### src/rtl/imm_gen_pipe.sv
`default_nettype none
// ============================================================================
//  Module      : imm_gen_pipe
//  Description : RISC-V immediate generator with a two-entry registered
//                output stage (OUT + SKID) and valid/ready handshaking on
//                both sides. The upstream ready is a pure register, so there
//                is no combinational path from downstream ready to upstream.
//  Revision    : 1.0  initial release
// ============================================================================
module imm_gen_pipe #(
    parameter int XLEN  = 32,   // datapath width, 32 or 64
    parameter int TAG_W = 8     // sideband tag width
) (
    input  logic             i_Clk,
    input  logic             i_Rst_n,
    input  logic             i_Flush,
    input  logic             i_Valid,
    output logic             o_Ready,
    input  logic [31:0]      i_Instr,
    input  logic [TAG_W-1:0] i_Tag,
    output logic             o_Valid,
    input  logic             i_Ready,
    output logic [XLEN-1:0]  o_ImmData,
    output logic [2:0]       o_ImmType,
    output logic [TAG_W-1:0] o_Tag
);

    // ------------------------------------------------------------------------
    // Opcodes and immediate format codes
    // ------------------------------------------------------------------------
    localparam logic [6:0] OPC_OP_IMM    = 7'b0010011;
    localparam logic [6:0] OPC_LOAD      = 7'b0000011;
    localparam logic [6:0] OPC_JALR      = 7'b1100111;
    localparam logic [6:0] OPC_STORE     = 7'b0100011;
    localparam logic [6:0] OPC_BRANCH    = 7'b1100011;
    localparam logic [6:0] OPC_JAL       = 7'b1101111;
    localparam logic [6:0] OPC_LUI       = 7'b0110111;
    localparam logic [6:0] OPC_AUIPC     = 7'b0010111;
    localparam logic [6:0] OPC_SYSTEM    = 7'b1110011;
    localparam logic [6:0] OPC_OP_IMM_32 = 7'b0011011;

    localparam logic [2:0] TYPE_NONE = 3'd0;
    localparam logic [2:0] TYPE_I    = 3'd1;
    localparam logic [2:0] TYPE_S    = 3'd2;
    localparam logic [2:0] TYPE_B    = 3'd3;
    localparam logic [2:0] TYPE_U    = 3'd4;
    localparam logic [2:0] TYPE_J    = 3'd5;
    localparam logic [2:0] TYPE_Z    = 3'd6;

    // OP-IMM-32 only exists on RV64
    localparam bit HAS_OP_IMM_32 = (XLEN == 64);

    // ------------------------------------------------------------------------
    // Immediate field extraction (signed fields sign-extend on the size cast)
    // ------------------------------------------------------------------------
    logic [6:0]         opcode;
    logic signed [11:0] fld_i;
    logic signed [11:0] fld_s;
    logic signed [12:0] fld_b;
    logic signed [20:0] fld_j;
    logic signed [31:0] fld_u;
    logic [4:0]         fld_z;
    logic               zimm_sel;

    assign opcode   = i_Instr[6:0];
    assign fld_i    = i_Instr[31:20];
    assign fld_s    = {i_Instr[31:25], i_Instr[11:7]};
    assign fld_b    = {i_Instr[31], i_Instr[7], i_Instr[30:25], i_Instr[11:8], 1'b0};
    assign fld_j    = {i_Instr[31], i_Instr[19:12], i_Instr[20], i_Instr[30:21], 1'b0};
    assign fld_u    = {i_Instr[31:12], 12'h000};
    assign fld_z    = i_Instr[19:15];
    assign zimm_sel = i_Instr[14];       // funct3[2]: immediate CSR variants

    // ------------------------------------------------------------------------
    // Decode happens before capture so the stored entry is already final
    // ------------------------------------------------------------------------
    logic [XLEN-1:0] dec_imm;
    logic [2:0]      dec_type;

    // Select format and build the extended immediate from the opcode
    always_comb begin
        dec_imm  = '0;
        dec_type = TYPE_NONE;
        case (opcode)
            OPC_OP_IMM, OPC_LOAD, OPC_JALR: begin
                dec_type = TYPE_I;
                dec_imm  = XLEN'(fld_i);
            end
            OPC_OP_IMM_32: begin
                if (HAS_OP_IMM_32) begin
                    dec_type = TYPE_I;
                    dec_imm  = XLEN'(fld_i);
                end
            end
            OPC_STORE: begin
                dec_type = TYPE_S;
                dec_imm  = XLEN'(fld_s);
            end
            OPC_BRANCH: begin
                dec_type = TYPE_B;
                dec_imm  = XLEN'(fld_b);
            end
            OPC_JAL: begin
                dec_type = TYPE_J;
                dec_imm  = XLEN'(fld_j);
            end
            OPC_LUI, OPC_AUIPC: begin
                dec_type = TYPE_U;
                dec_imm  = XLEN'(fld_u);
            end
            OPC_SYSTEM: begin
                // Register-form CSR ops still report Z with a zero immediate
                dec_type = TYPE_Z;
                dec_imm  = zimm_sel ? XLEN'(fld_z) : '0;
            end
            default: begin
                dec_type = TYPE_NONE;
                dec_imm  = '0;
            end
        endcase
    end

    // ------------------------------------------------------------------------
    // Two-entry output stage
    // ------------------------------------------------------------------------
    logic             out_valid;
    logic [XLEN-1:0]  out_imm;
    logic [2:0]       out_type;
    logic [TAG_W-1:0] out_tag;

    logic             skid_valid;
    logic [XLEN-1:0]  skid_imm;
    logic [2:0]       skid_type;
    logic [TAG_W-1:0] skid_tag;

    logic             ready_q;
    logic             accept;
    logic             load_out;

    // ready_q is a register, so accept never depends on i_Ready this cycle.
    // SKID can only be full while ready_q is low, so accept and a SKID drain
    // into OUT are mutually exclusive.
    assign accept   = i_Valid && ready_q;
    assign load_out = !out_valid || i_Ready;

    // Valid bits and the registered upstream ready
    always_ff @(posedge i_Clk or negedge i_Rst_n) begin
        if (!i_Rst_n) begin
            out_valid  <= 1'b0;
            skid_valid <= 1'b0;
            ready_q    <= 1'b0;
        end else if (i_Flush) begin
            out_valid  <= 1'b0;
            skid_valid <= 1'b0;
            ready_q    <= 1'b1;
        end else if (load_out) begin
            out_valid  <= skid_valid || accept;
            skid_valid <= 1'b0;
            ready_q    <= 1'b1;
        end else if (accept) begin
            // OUT is stalled: park the new entry and stop accepting
            skid_valid <= 1'b1;
            ready_q    <= 1'b0;
        end else begin
            ready_q    <= !skid_valid;
        end
    end

    // OUT payload: refilled from SKID first to keep FIFO order, else from input
    always_ff @(posedge i_Clk or negedge i_Rst_n) begin
        if (!i_Rst_n) begin
            out_imm  <= '0;
            out_type <= TYPE_NONE;
            out_tag  <= '0;
        end else if (!i_Flush && load_out) begin
            if (skid_valid) begin
                out_imm  <= skid_imm;
                out_type <= skid_type;
                out_tag  <= skid_tag;
            end else if (accept) begin
                out_imm  <= dec_imm;
                out_type <= dec_type;
                out_tag  <= i_Tag;
            end
        end
    end

    // SKID payload: captures an accepted entry while OUT is stalled
    always_ff @(posedge i_Clk or negedge i_Rst_n) begin
        if (!i_Rst_n) begin
            skid_imm  <= '0;
            skid_type <= TYPE_NONE;
            skid_tag  <= '0;
        end else if (!i_Flush && !load_out && accept) begin
            skid_imm  <= dec_imm;
            skid_type <= dec_type;
            skid_tag  <= i_Tag;
        end
    end

    assign o_Ready   = ready_q;
    assign o_Valid   = out_valid;
    assign o_ImmData = out_imm;
    assign o_ImmType = out_type;
    assign o_Tag     = out_tag;

endmodule
`default_nettype wire

### config.mk
export PLATFORM = sky130hd
export DESIGN_NAME = imm_gen_pipe
export DESIGN_NICKNAME = d
export VERILOG_FILES = /design/src/rtl/imm_gen_pipe.sv
export SDC_FILE = /design/constraint.sdc
export NUM_CORES = 1
export LEC_CHECK = 0
export ABC_AREA = 1
export BUFFER_PORTS_ARGS = -buffer_cell sky130_fd_sc_hd__buf_2
export CORE_AREA = 2 2 98 100
export DETAILED_ROUTE_END_ITERATION = 6
export DIE_AREA = 0 0 100 102
export GPL_ROUTABILITY_DRIVEN = 0
export PLACE_DENSITY = 0.83
export REMOVE_ABC_BUFFERS = 1
export SYNTH_ARGS = -nofsm -noshare
export SYNTH_HDL_FRONTEND = slang
export SYNTH_SLANG_ARGS = --single-unit
### constraint.sdc
create_clock -name i_Clk -period 1.85 [get_ports i_Clk]
set_clock_uncertainty 0.2 [all_clocks]
set_input_delay 0.0925 -clock i_Clk [delete_from_list [all_inputs] [get_ports i_Clk]]
set_output_delay 0.0925 -clock i_Clk [all_outputs]
set_load 0.005 [all_outputs]
---- Word level (Yosys, flattened, before mapping) ----
Index checks and enable logic that the tools add are counted.
storage, ports and cells
  bits in registers ....................... 89
  latch bits .............................. 0
  RAM bits ................................ 0
  memory bits (read-only) ................. 0
  bits of input ports ..................... 45
  output and inout bits ................... 45
  word-level logic and storage cells ...... 51
  memories ................................ 0
operators by class
  $add $sub $neg .......................... 0
  multiply operators ...................... 0
  div/mod/pow operators ................... 0
  magnitude comparators ................... 0
  equal/unequal tests ..................... 9
  shift-type cells ........................ 0
  muxes and demuxes ....................... 17
  bitwise gates (word level) .............. 0
  reduce and logical (&&, ||, !) cells .... 16
operators with widths
  operator            number
  $pmux 32 s6         1
  $mux 32             2
  $eq 7x7->1 const B  4
  $pmux 3 s6          1
  $mux 8              2
  $eq 7x5->1 const B  2
  $eq 7x6->1 const B  2
  $mux 1              8
  $eq 7x2->1 const B  1
  $mux 3              2
  $mux 5              1
  $logic_and 1x1->1   4
  $logic_not 1->1     4
  $reduce_bool 2->1   2
  $reduce_bool 3->1   1
  $reduce_or 3->1     1
  $logic_or 1x1->1    2
  $reduce_and 2->1    1
  $reduce_or 2->1     1

---- Depth between registers and ports, before layout ----
  word-level depth ........................ 5
  mapped depth ............................ 11
  gate-level depth less buffers ........... 11

---- Worst setup path before layout ----
OpenSTA, ideal clock, no wires.
  kind .................................... register to register
  from .................................... reg out_valid (netlist: o_Valid)
  to ...................................... reg skid_imm[12]
  library setup time ...................... 130 ps
  arrival ................................. 1254 ps
  required time ........................... 1520 ps
  setup slack ............................. 267 ps
  stages on the path, launching flop included .. 10
  path buffers ............................ 2
  period minus slack after synthesis ...... 1583 ps
  cells stage by stage .................... dfrtp_1 > inv_1 > nor2_2 > nand2_1 > inv_1 > nand3_1 > inv_1 > buf_4 > buf_2 > a31oi_2
between the ends
  longest elaborated chain between the ends .. 5
RTL lines
  item                             RTL line  source
  start: declaration               126       logic out_valid;
  start signal: assignment         157       out_valid <= skid_valid || accept;
  $logic_not 1->1                  144       assign load_out = !out_valid || i_Ready;
  $logic_or 1x1->1                 144
  $logic_not 1->1                  194       end else if (!i_Flush && !load_out && accept) begin
  $logic_and 1x1->1 (2 in series)  194
  end signal: assignment           195       skid_imm <= dec_imm;
  end: declaration                 132       logic [XLEN-1:0] skid_imm;
No other way between the ends.
A chain may end at the register's enable or synchronous reset.

---- Final worst setup path ----
  from .................................... in i_Instr[5]
  to ...................................... reg out_imm[14] (netlist: o_ImmData[14])
between the ends
  longest elaborated chain between the ends .. 5
  elaborated cells on any way between the ends .. 14
  classes of those cells .................. eq/ne: 9; mux: 3; reduce/logical: 2
RTL lines
  item                                                RTL line  source
  start: declaration                                  19        input logic [31:0] i_Instr,
  $eq 7x5->1 (tied with other cells)                  84        case (opcode)
  $reduce_or 3->1 or $reduce_or 2->1 (tied branches)  84
  $pmux 32 s6 *                                       84
  $mux 32 *                                           180       end else if (accept) begin
  $mux 32 *                                           176       if (skid_valid) begin
  end signal: assignment                              177       out_imm <= skid_imm;
  end signal: assignment                              181       out_imm <= dec_imm;
  end: declaration                                    127       logic [XLEN-1:0] out_imm;
Mark *: on every way between the ends. The rest lies on a longest branch, timed or not. The select of a mux whose other input is x is not followed.

==> results.cfg <==
[final_layout]
multiInputGateArea_mm2 = 0.001987
regArea_mm2 = 0.002227
drive_gt1_share_pct = 20.65
num_antenna_cells = 0
syn_to_final_growth_pct = 28.33
final_core_util_pct = 63.41
fill_cells = 743
fin_nets = 781
fin_cells = 852

[global_routing]
use_met2_pct = 40.96
grt_max_degree = 66
grt_overflow = 0
grt_pass1_vias = 4340
grt_usage_pct = 24.44
grt-busiest-layer = met2
grt_pass1_wl_um = 20020
antenna_found_initial = 0
use_met3_pct = 4.036
globalRouteMet1Util_pct = 31.82

[worst_setup_path]
crit_path_end = o_ImmData[14]$_DFFE_PN0P_
critical_path.max_fanout = 16
reg2reg_slack_ns = 0.14
critPathKind = in -> reg
r2r-end = o_ImmData[14]$_DFFE_PN0P_
startpoint_type = input pin
crit_arrival_ns = 1.84
worstSetupStartpoint = i_Instr[5]
r2r-start = skid_valid$_DFFE_PN0P_
cp.required_ns = 1.90
reg2reg_depth = 5
cp-end-kind = flip-flop

[power]
p_int_w = 0.003302
netSwitchingPower_w = 0.001302
comb_power_share_pct = 18.4
clkPwrFrac_pct = 29.1
peakVddDrop_uv = 463.2
swShare_pct = 28.29
p_leak_nw = 3.223
power_density_mw_per_mm2 = 797.1
power_frac_seq_pct = 52.5

[flow_run]
drv_cap = 0

[yosys]
synthMuxAreaShare_pct = 0
synth_fa_ha_area_share_pct = 0
synth-edff-count = 0
synth.distinct_cells = 26
synthesis.instances = 604
synthDominantCellAreaShare_pct = 49.49
yosys_warnings = 0
synthArstFlopShare_pct = 100.0
avgSynthCellArea_um2 = 7.451
yosys.area_share.xor_xnor_pct = 0
synth_commonest_cells = 203 x nand2_1, 111 x nor2_1, 89 x dfrtp_1
synth_top_family_by_area = simple AND/OR/NAND/NOR gates
synth_area_mm2 = 0.004501
yosysMostFrequentCell = nand2_1
yosys.area.top_type = dfrtp_1
synth_seq_cells = 89
synthFlopType = dfrtp_1
ys_seq_area_share_pct = 49.49
synthTopCellsByArea = dfrtp_1 49%, nand2_1 17%, nor2_1 9.3%
synth-simple-area-share_pct = 35.59
synth-compound-area-share_pct = 8.340

[clock_network]
cts_tree = done
clk_pin_slew_worst_paths_ns = 0.09
cts_num_sinks = 89
clock_path_buffers = 2
clk_latency_ns = 0.35
htreeDepth = 3
cts_made_buffers = 9
clockRootBuffer = clkbuf_8

[drt]
final_antenna_net_count = 0
post-route-drc-count = 0
vias = 4565
wl_per_cell_um = 13.95
routed_via_density = 5.358
wirelength_um = 11890
dr.first_iter.drc_count = 281
drt_first_pass_iters = 7

[place]
dp.cells = 790
hpwlAfterDp_um = 7653
io_buffer_count = 89

[sta]
drv_slew = 0
hold_violations = 0
max_freq_ghz = 0.5592
maxSlewHeadroom_pct = 53.75
worstMarginPinSlew_ns = 0.6938
finalCriticalPeriod_ns = 1.788
setup_viol_count_final = 0
timing.final.crit_share_pct = 96.67
fin_setup_tns_ns = 0

[min_path]
min_from = i_Instr[6]
holdCritPathClass = in -> reg

[outcome]
status = finished clean

[die]
die_w_um = 100
io_pins = 90
rows = 35
fp.coreArea_mm2 = 0.009109
dieArea_mm2 = 0.01020
die_y_um = 102
initial_core_util_pct = 49.41
repair_timing:
action,in CTS,in global routing
hold buffers,39,0
setup endpoints to repair,0,27
hold endpoints to repair,151,0
resized for setup,0,4
buffers inserted,0,7
how the worst min path moves through the flow:
stage	endpoint	slack [ns]	cells past startpoint
6_report	skid_type[1]$_DFFE_PN0P_	0.02	3
5_1_grt	o_ImmData[12]$_DFFE_PN0P_	0.07	2
4_1_cts	skid_type[1]$_DFFE_PN0P_	0.02	3
3_5_place_dp	o_ImmData[12]$_DFFE_PN0P_	-0.10	1
3_3_place_gp	o_ImmData[12]$_DFFE_PN0P_	-0.11	1
2_1_floorplan	o_ImmData[0]$_DFFE_PN0P_	-0.40	0
layout make-up:
| class | count | area share (%) |
|---|---|---|
| Clock buffer | 11 | 2.448 |
| Clock inverter | 5 | 0.9532 |
| Inverter | 32 | 2.123 |
| Multi-Input combinational cell | 449 | 34.40 |
| Sequential cell | 89 | 38.56 |
| Tap cell | 111 | 2.405 |
| Timing Repair Buffer | 155 | 19.11 |
placed cells by master (no fill, tap or decap):
| cell type | n |
|---|---|
| nor2_2 | 4 |
| nor2_4 | 2 |
| dfrtp_1 | 89 |
| inv_4 | 1 |
| clkinvlp_4 | 2 |
| nor2_1 | 110 |
| clkinv_2 | 2 |
| inv_2 | 2 |
| inv_1 | 29 |
| nand2_1 | 202 |
| clkbuf_8 | 10 |
| o21a_1 | 1 |
| dlygate4sd3_1 | 39 |
| o21ai_4 | 1 |
| nand3_1 | 49 |
| clkbuf_1 | 1 |
| a21oi_2 | 1 |
| o211ai_1 | 2 |
| nand2_2 | 5 |
| a31oi_1 | 28 |
| nand4_1 | 9 |
| nand2_4 | 2 |
| a21oi_1 | 15 |
| nand3b_1 | 1 |
| bufinv_16 | 1 |
| nand3_2 | 3 |
| buf_2 | 88 |
| a31oi_2 | 1 |
| buf_4 | 23 |
| buf_12 | 5 |
| o21ai_0 | 13 |
registers in the layout, summed over array words and instances (netlist names):
register and flops:
o_Ready 1, skid_type 3, skid_imm 32, skid_valid 1, skid_tag 8, o_ImmData 32
o_Valid 1, o_Tag 8, o_ImmType 3
critical path, stage by stage:
cell,delay (ns)
dlygate4sd3_1,0.55
buf_2,0.15
nand2_2,0.10
nor2_4,0.06
nand2_1,0.14
nand2_2,0.14
o21ai_4,0.16
buf_12,0.16
nand3_1,0.09
nand2_1,0.13
nand2_1,0.06
stage by stage:
stage	worst slack, ns	area, µm²	hold WS (ns)	total power, W
floorplan	-0.9268	4324	-0.4031	0.002828
global placement	0.2186	5124	-0.1130	0.003157
detailed placement	0.1363	5124	-0.1034	0.003211
CTS	0.06967	5710	0.01710	0.004610
global route	-0.01712	5776	0.06509	0.004855
finish	0.06164	5776	0.01714	0.004604
cells by family after synthesis:
kind of cell           count (synthesis)
flip-flops                            89
AND/OR/NAND/NOR                      387
buffers and inverters                 66
AO/OA/AOI/OAI                         62
per-layer routing:
metal / share of wire, % / routed length (µm) / vias to the layer above
li1: - / - / 2187
met1: 42 / 5027 / 2128
met2: 49 / 5785 / 210
met3: 6.3 / 748 / 40
met4: 2.7 / 324 / 0
met5: 0 / 0 / -
power groups by stage:
stage / registers [W] / logic [W] / clock network, W
detailed placement: 0.00245 / 0.000763 / 0
floorplan: 0.00243 / 0.000400 / 0
global route: 0.00245 / 0.000962 / 0.00144
global placement: 0.00243 / 0.000728 / 0
CTS: 0.00241 / 0.000833 / 0.00136
finish: 0.00242 / 0.000846 / 0.00134
No activity file was read; power rests on OpenSTA's default activity.
